### src/rtl/mem_responder.sv
// mem_responder: four-phase MAR/MDR memory responder with configurable wait states
module mem_responder #(
    parameter int DATA_W      = 16,
    parameter int ADDR_W      = 16,
    parameter int DEPTH       = 256,
    parameter int WAIT_CYCLES = 3
) (
    input  logic              clk,
    input  logic              reset,
    input  logic [ADDR_W-1:0] address,
    input  logic [DATA_W-1:0] dataIn,
    input  logic              R_W,
    input  logic              memEn,
    output logic [DATA_W-1:0] dataOut,
    output logic              MFC,
    output logic              busy,
    output logic              addrErr
);
    localparam int IW = DEPTH > 1 ? $clog2(DEPTH) : 1;
    localparam logic [3:0] CNT_INIT = 4'(WAIT_CYCLES > 0 ? WAIT_CYCLES - 1 : 0);
    localparam bit NO_WAIT = WAIT_CYCLES == 0;
    typedef enum logic [1:0] {S_IDLE, S_WAIT, S_DONE} state_t;
    state_t state, state_nx;
    logic [3:0] cnt;
    logic [ADDR_W-1:0] lat_addr, acc_addr;
    logic [DATA_W-1:0] lat_data, acc_data;
    logic lat_rw, acc_rw, capture, access, in_range;
    logic [IW-1:0] idx;
    logic [DATA_W-1:0] mem [DEPTH];
    // With no wait states the access uses the live inputs on the capture edge
    always_comb begin
        capture  = state == S_IDLE && memEn;
        access   = (capture && NO_WAIT) || (state == S_WAIT && cnt == 4'd0);
        acc_addr = state == S_IDLE ? address : lat_addr;
        acc_data = state == S_IDLE ? dataIn : lat_data;
        acc_rw   = state == S_IDLE ? R_W : lat_rw;
        in_range = 32'(acc_addr) < 32'(DEPTH);
        idx      = acc_addr[IW-1:0];
    end
    always_ff @(posedge clk or negedge reset)
        if (!reset) state <= S_IDLE;
        else state <= state_nx;
    always_comb begin
        state_nx = state;
        case (state)
            S_IDLE:  if (memEn) state_nx = NO_WAIT ? S_DONE : S_WAIT;
            S_WAIT:  if (cnt == 4'd0) state_nx = S_DONE;
            S_DONE:  if (!memEn) state_nx = S_IDLE;
            default: state_nx = S_IDLE;
        endcase
    end
    always_comb begin
        MFC  = state == S_DONE;
        busy = state != S_IDLE;
    end
    always_ff @(posedge clk or negedge reset) begin
        if (!reset) begin
            cnt      <= 4'd0;
            lat_addr <= '0;
            lat_data <= '0;
            lat_rw   <= 1'b0;
            dataOut  <= '0;
            addrErr  <= 1'b0;
        end else begin
            if (capture) begin
                lat_addr <= address;
                lat_data <= dataIn;
                lat_rw   <= R_W;
                cnt      <= CNT_INIT;
                addrErr  <= 1'b0;
            end else if (state == S_WAIT && cnt != 4'd0) begin
                cnt <= cnt - 4'd1;
            end
            if (access) begin
                addrErr <= !in_range;
                if (acc_rw) dataOut <= in_range ? mem[idx] : '0;
            end
        end
    end
    // Array has no reset so its contents survive a reset
    always_ff @(posedge clk)
        if (access && !acc_rw && in_range) mem[idx] <= acc_data;
endmodule

### config.mk
export PLATFORM = sky130hd
export DESIGN_NAME = mem_responder
export DESIGN_NICKNAME = d
export VERILOG_FILES = /design/src/rtl/mem_responder.sv
export SDC_FILE = /design/constraint.sdc
export NUM_CORES = 2
export LEC_CHECK = 0
export BUFFER_PORTS_ARGS = -buffer_cell sky130_fd_sc_hd__clkbuf_2
export CORE_UTILIZATION = 40
export DETAILED_ROUTE_END_ITERATION = 10
export HOLD_SLACK_MARGIN = 0.06
export PLACE_DENSITY = 0.63
export SYNTH_ARGS = -nofsm -noshare
export SYNTH_HDL_FRONTEND = slang
export SYNTH_SLANG_ARGS = --single-unit
### constraint.sdc
create_clock -name clk -period 11.07 [get_ports clk]
set_input_delay 2.214 -clock clk [delete_from_list [all_inputs] [get_ports clk]]
set_output_delay 2.214 -clock clk [all_outputs]
set_load 0.02 [all_outputs]
# Word-level counts from Yosys, hierarchy flattened
# Memories as Yosys holds them, arrays and structs flattened.
# Index checks and enable logic that the tools add are counted.
# Widths: inputs -> output; s select.
[op_classes] add_sub_neg=1 n_lt_le_gt_ge=1 n_eq_ne=5 muxes=14 reduce_logical=15
[ops] operator="$mux 16" count=3
[ops] operator="$lt 16x9->1 const B" count=1
[ops] operator="$mux 4" count=2
[ops] operator="$mux 2" count=3
[ops] operator="$ne 2x2->1 const B" count=3
[ops] operator="$pmux 2 s3" count=1
[ops] operator="$reduce_bool 2->1" count=3
[ops] operator="$logic_and 1x1->1" count=5
[ops] operator="$mux 1" count=5
[ops] operator="$logic_not 4->1" count=1
[ops] operator="$reduce_bool 4->1" count=1
[ops] operator="$sub 4x1->4 const B" count=1
[ops] operator="$reduce_and 3->1" count=1
[ops] operator="$eq 2x1->1 const B" count=1
[ops] operator="$eq 2x2->1 const B" count=1
[ops] operator="$logic_not 1->1" count=2
[ops] operator="$logic_not 2->1" count=1
[ops] operator="$reduce_and 2->1" count=1
[word_totals] regBits=56 ramBits=4096 input_bits=36 word_cells=44 mem_count=1
[mem_list] memory="mem" words=256 width=16 rd=1 rd_ports_with_merged_regs=0 write_ports=1 line_no="29" rtl="logic [DATA_W-1:0] mem [DEPTH];"

# Logic depth before layout (Yosys ltp)
[logic_depth] word_depth=7 depth_mapped=13 depth_no_buf=10

# Worst setup path after synthesis
# OpenSTA, ideal clock, no wires.
[synth_path] path_kind="input port to flip-flop" startpoint="input dataIn[0]" endpoint="memory mem[0][0], data pin" setup_time_ps=823 arrival_ps=5312 required_ps=10247 setup_slack_ps=4936 stages=2 n_path_buf=0 path_cell_list="nand2_1 -> nand2_1"
[synth_between] elab_chain_len=1
[synth_rtl] item="start: declaration" line_no="11" rtl="input logic [DATA_W-1:0] dataIn,"
[synth_rtl] item="$mux 16" line_no="35" rtl="acc_data = state == S_IDLE ? dataIn : lat_data;"
[synth_rtl] item="named net acc_data[0]" line_no="26" rtl="logic [DATA_W-1:0] lat_data, acc_data;"
[synth_rtl] item="end: declaration" line_no="29"
# The timed path passes the listed nets, and every way through them passes these cells.

# Worst setup path after layout
[layout_path] startpoint="input address[0]" endpoint="register dataOut[5]"
[layout_between] elab_chain_len=3 word_cells_on_any_way=4 cone_classes="1 x order compare; 2 x mux; 1 x memory"
[layout_rtl] item="start: declaration" line_no="10" rtl="input logic [ADDR_W-1:0] address,"
[layout_rtl] item="$mux 16 *" line_no="34" rtl="acc_addr = state == S_IDLE ? address : lat_addr;"
[layout_rtl] item="$mem_v2 256x16 or $lt 16x9->1 (tied branches)"
[layout_rtl] item="$mux 16 *" line_no="76" rtl="if (acc_rw) dataOut <= in_range ? mem[idx] : '0;"
[layout_rtl] item="end signal: assignment" line_no="76"
[layout_rtl] item="end: declaration" line_no="14" rtl="output logic [DATA_W-1:0] dataOut,"
# Every way passes the cells marked *; elsewhere a longest branch is shown, timed or not.
# A chain may end at the register's enable or synchronous reset.

==> summary.txt <==
Outcome
  – Outcome: complete, but fails checks
  – Violated checks: capacitance limit, slew limit

Setup path
  – Crit path DAT: 7340 ps
  – CP delay by family, top: compound AO/OA/AOI/OAI gates
  – Bufs and invs on worst path: 4
  – Worst EP required: 11,950 ps
  – Worst path max stage delay: 1230 ps
  – CP Class: in2reg
  – Worst path slowest cell: o41ai_1
  – CP Capture Type: flip-flop
  – CP Max Fanout: 70
  – CP most frequent cell: buf_4
  – Crit-path cells: clkbuf_2, or4b_4, o21a_4, buf_12, buf_4, o22ai_1, o21ai_0, a41oi_1, o41ai_1, buf_4, o2111ai_1, o21ai_1
  – Startpoint types: primary input

Timing
  – Setup Skew: 94.9 ps
  – Fmax: 155 MHz
  – Slew headroom: -7.19%
  – Setup violations, final: 0
  – Final Hold Fails: 0
  – Final period util: 58.4%
  – Final period demand of the worst path: 6460 ps
  – Setup ws final: 4610 ps
  – Setup TNS: 0 ps
  – RSZ-0062 raised after global routing: false
  – Fin. max-slew vios: 26
  – Slew @ Worst Pin: 1610 ps

Synth
  – Ys flop type: edfxtp_1
  – Register area share after synthesis: 82.4%
  – Synth Instances: 8,778
  – Post-synth EDFFs: 4,096
  – Synthesis warning total: 0
  – Number of register bits inferred by synthesis: 4,152
  – Share of synthesized registers carrying an async set or reset: 1.35%
  – Yosys cell types: 48
  – Mean area per synthesized cell: 17.2 um^2
  – Synthesized Nets: 8,815
  – Mapped Area: 0.151 mm^2

Global routing
  – GRT Total Usage: 22.9%
  – Initial antenna violation count: 30
  – First-pass GRT wire length: 635 mm
  – Overflow after GRT: 0
  – Vias in the first global route: 87.0k
  – Largest net degree at the start of global routing: 209

CTS
  – Setup Fix Bufs, Post-CTS: 0
  – CTS sink cnt: 4,152
  – CTS tree: done
  – Hold Buf Count CTS: 0
  – Skew-Pair Late Insertion Delay: 990 ps
  – CTS resizes: 0
  – H-tree levels: 5
  – Clock root cell: clkbuf_16
  – Worst-path clk slew: 60 ps
  – CTS Buf Count: 411
  – Max Buffers Root-to-Sink: 4

Detailed routing
  – Pre-antenna DRT Iters: 8
  – Residual DRC: 0
  – Wire per inst: 31.3 um
  – Total routed wirelength: 450 mm
  – Via/cell ratio: 6.26
  – Via Count: 90.1k
  – DR iter-0 viols: 13.7k
  – Detail Route Antenna Nets: 0

Floorplan
  – Num rows: 225
  – Core Region: 0.376 mm^2
  – Die area: 0.380 mm^2
  – DIE HEIGHT: 616 um
  – I/O pin cnt: 55
  – Die Width: 616 um
  – Starting Density: 40.2%

Placement
  – Routability cong.: 0.852
  – # port buffers: 54
  – Setup slack at placement: 3720 ps
  – DPL Wire Length: 245 mm

Pwr
  – NetSw: 18.1 mW
  – Net Sw Frac: 36.5%
  – Clock share of power: 27.5%
  – Overall power consumption: 49.5 mW
  – Cell Pwr Density: 288 mW/mm^2
  – Int Power: 31.5 mW
  – Seq pwr share: 41.9%
  – Maximum vdd ir drop: 0.000347 V
  – Combinational power share: 30.6%
  – LEAKAGE: 51.7 nW

Finish
  – Fill count: 31.6k
  – Proportion of layout cells with a drive suffix above 1: 12.4%
  – Area added between synthesis and finish: 13.8%
  – # nets final: 9,077

Min path
  – Hold Path Class: reg2reg

Flow run
  – Maxcap violations: 2
[layout make-up]
type | count | area [um^2] | share of cell area (%)
antenna | 13 | 32.5 | 0.0189
clock inverter | 253 | 2440 | 1.42
sequential | 4152 | 124000 | 72.4
multi-input combinational | 3973 | 23900 | 13.9
inverter | 9 | 33.8 | 0.0197
timing repair buffer | 493 | 3980 | 2.32
tap | 4994 | 6250 | 3.64
clock buffer | 504 | 10700 | 6.23
[worst register-to-register path, cell delays in order (launching register included)]
cell	delay [ps]
dfrtp_1	470
nor2_4	140
buf_4	630
o21a_4	830
buf_12	380
buf_4	850
o22ai_1	200
o21ai_0	340
a41oi_1	420
o41ai_1	1240
buf_4	310
o2111ai_1	130
o21ai_1	190
[logic make-up (layout without fill, tap and decap cells)]
kind of cell / count (synthesis) / after routing / synth area share, %
multiplexers: 1 / 1 / 0.00663
flip-flops: 4152 / 4152 / 82.4
AND/OR/NAND/NOR: 533 / 533 / 1.45
adder cells (fa/ha/maj): 1 / 1 / 0.00829
buffers and inverters: 653 / 1259 / 2.05
other: 0 / 13 / 0
XOR/XNOR: 3 / 3 / 0.0174
AO/OA/AOI/OAI: 3435 / 3435 / 14.0
[worst paths after layout]
check                                              from                  endpoint  slack, ps  cells past startpoint
worst max-delay path                         address[0]    dataOut[5]$_DFFE_PN0P_       4610                     12
worst max register to register     state[1]$_DFFE_PN0P_    dataOut[5]$_DFFE_PN0P_       4900                     12
min in group asynchronous                         reset  lat_addr[11]$_DFFE_PN0P_       1390                      1
worst min-delay path            lat_data[1]$_DFFE_PN0P_   lat_data[1]$_DFFE_PN0P_        480                      2
worst min register to register  lat_data[1]$_DFFE_PN0P_   lat_data[1]$_DFFE_PN0P_        480                      2
max in group asynchronous                         reset    dataOut[5]$_DFFE_PN0P_       8920                      1
[stage by stage]
| stage | instance area [um^2] | utilization (%) | hold WS [ps] | std cells |
|---|---|---|---|---|
| after global routing | 172000 | 45.7 | 496 | 14400 |
| after CTS | 172000 | 45.7 | 483 | 14400 |
| after global placement | 158000 | 42.2 | 457 | 13600 |
| after detailed placement | 159000 | 42.2 | 468 | 13600 |
| final | 172000 | 45.7 | 477 | 14400 |
| after floorplan | 151000 | - | 445 | 8778 |
[power by group through the flow]
stage | registers [mW] | logic (mW) | clock network (mW)
6_report | 20.8 | 15.2 | 13.6
4_1_cts | 20.8 | 14.9 | 13.7
3_3_place_gp | 21.1 | 14.4 | 0
3_5_place_dp | 21.1 | 14.8 | 0
5_1_grt | 20.8 | 15.7 | 14.3
2_1_floorplan | 22.0 | 8.04 | 0
[flip-flops by register name (all words and copies together), names as in the netlist]
| register | flops |
|---|---|
| lat_addr | 16 |
| state | 2 |
| addrErr | 1 |
| cnt | 4 |
| lat_data | 16 |
| lat_rw | 1 |
| mem | 4096 |
| dataOut | 16 |
[placed cells by master, fill, tap and decap left out, types with 65 or more instances in the layout]
master,synthesis,final
a22oi_1,128,128
nor2_1,266,248
edfxtp_1,4096,4096
a41oi_1,235,234
clkinv_2,0,79
o22ai_1,1924,1924
buf_4,3,406
o21ai_1,155,150
a21oi_1,65,65
clkbuf_16,0,412
o21ai_0,833,833
clkbuf_1,201,87
clkinv_1,0,108
nand2_1,188,156
[routing by layer]
layer | global-route usage (%) | vias to the layer above | routed length (um)
met3 | 4.75 | 1052 | 49900
met4 | 11.4 | 22 | 24500
met1 | 30.4 | 45900 | 167000
met2 | 36.0 | 5856 | 209000
met5 | 0 | - | 151
li1 | - | 37300 | -
[synthesized netlist by cell type (all sizes together), types with 3 or more instances]
cell	instances	share of area [%]
a22oi	128	0.64
o31ai	5	0.032
nor4	25	0.10
a21oi	65	0.22
o22ai	1924	8.0
o41ai	52	0.30
nand2b	13	0.054
a41oi	235	1.4
dfrtp	56	0.93
inv	9	0.022
clkbuf	201	0.50
buf	443	1.5
and2	3	0.012
nor2	267	0.67
nand4	9	0.037
edfxtp	4096	82
o31a	4	0.024
o21ai	992	3.3
xnor2	3	0.017
or3	4	0.017
o21a	10	0.056
nand2	188	0.47
nand3	17	0.056
o2111ai	10	0.058
Power figures use the tool's default switching activity.
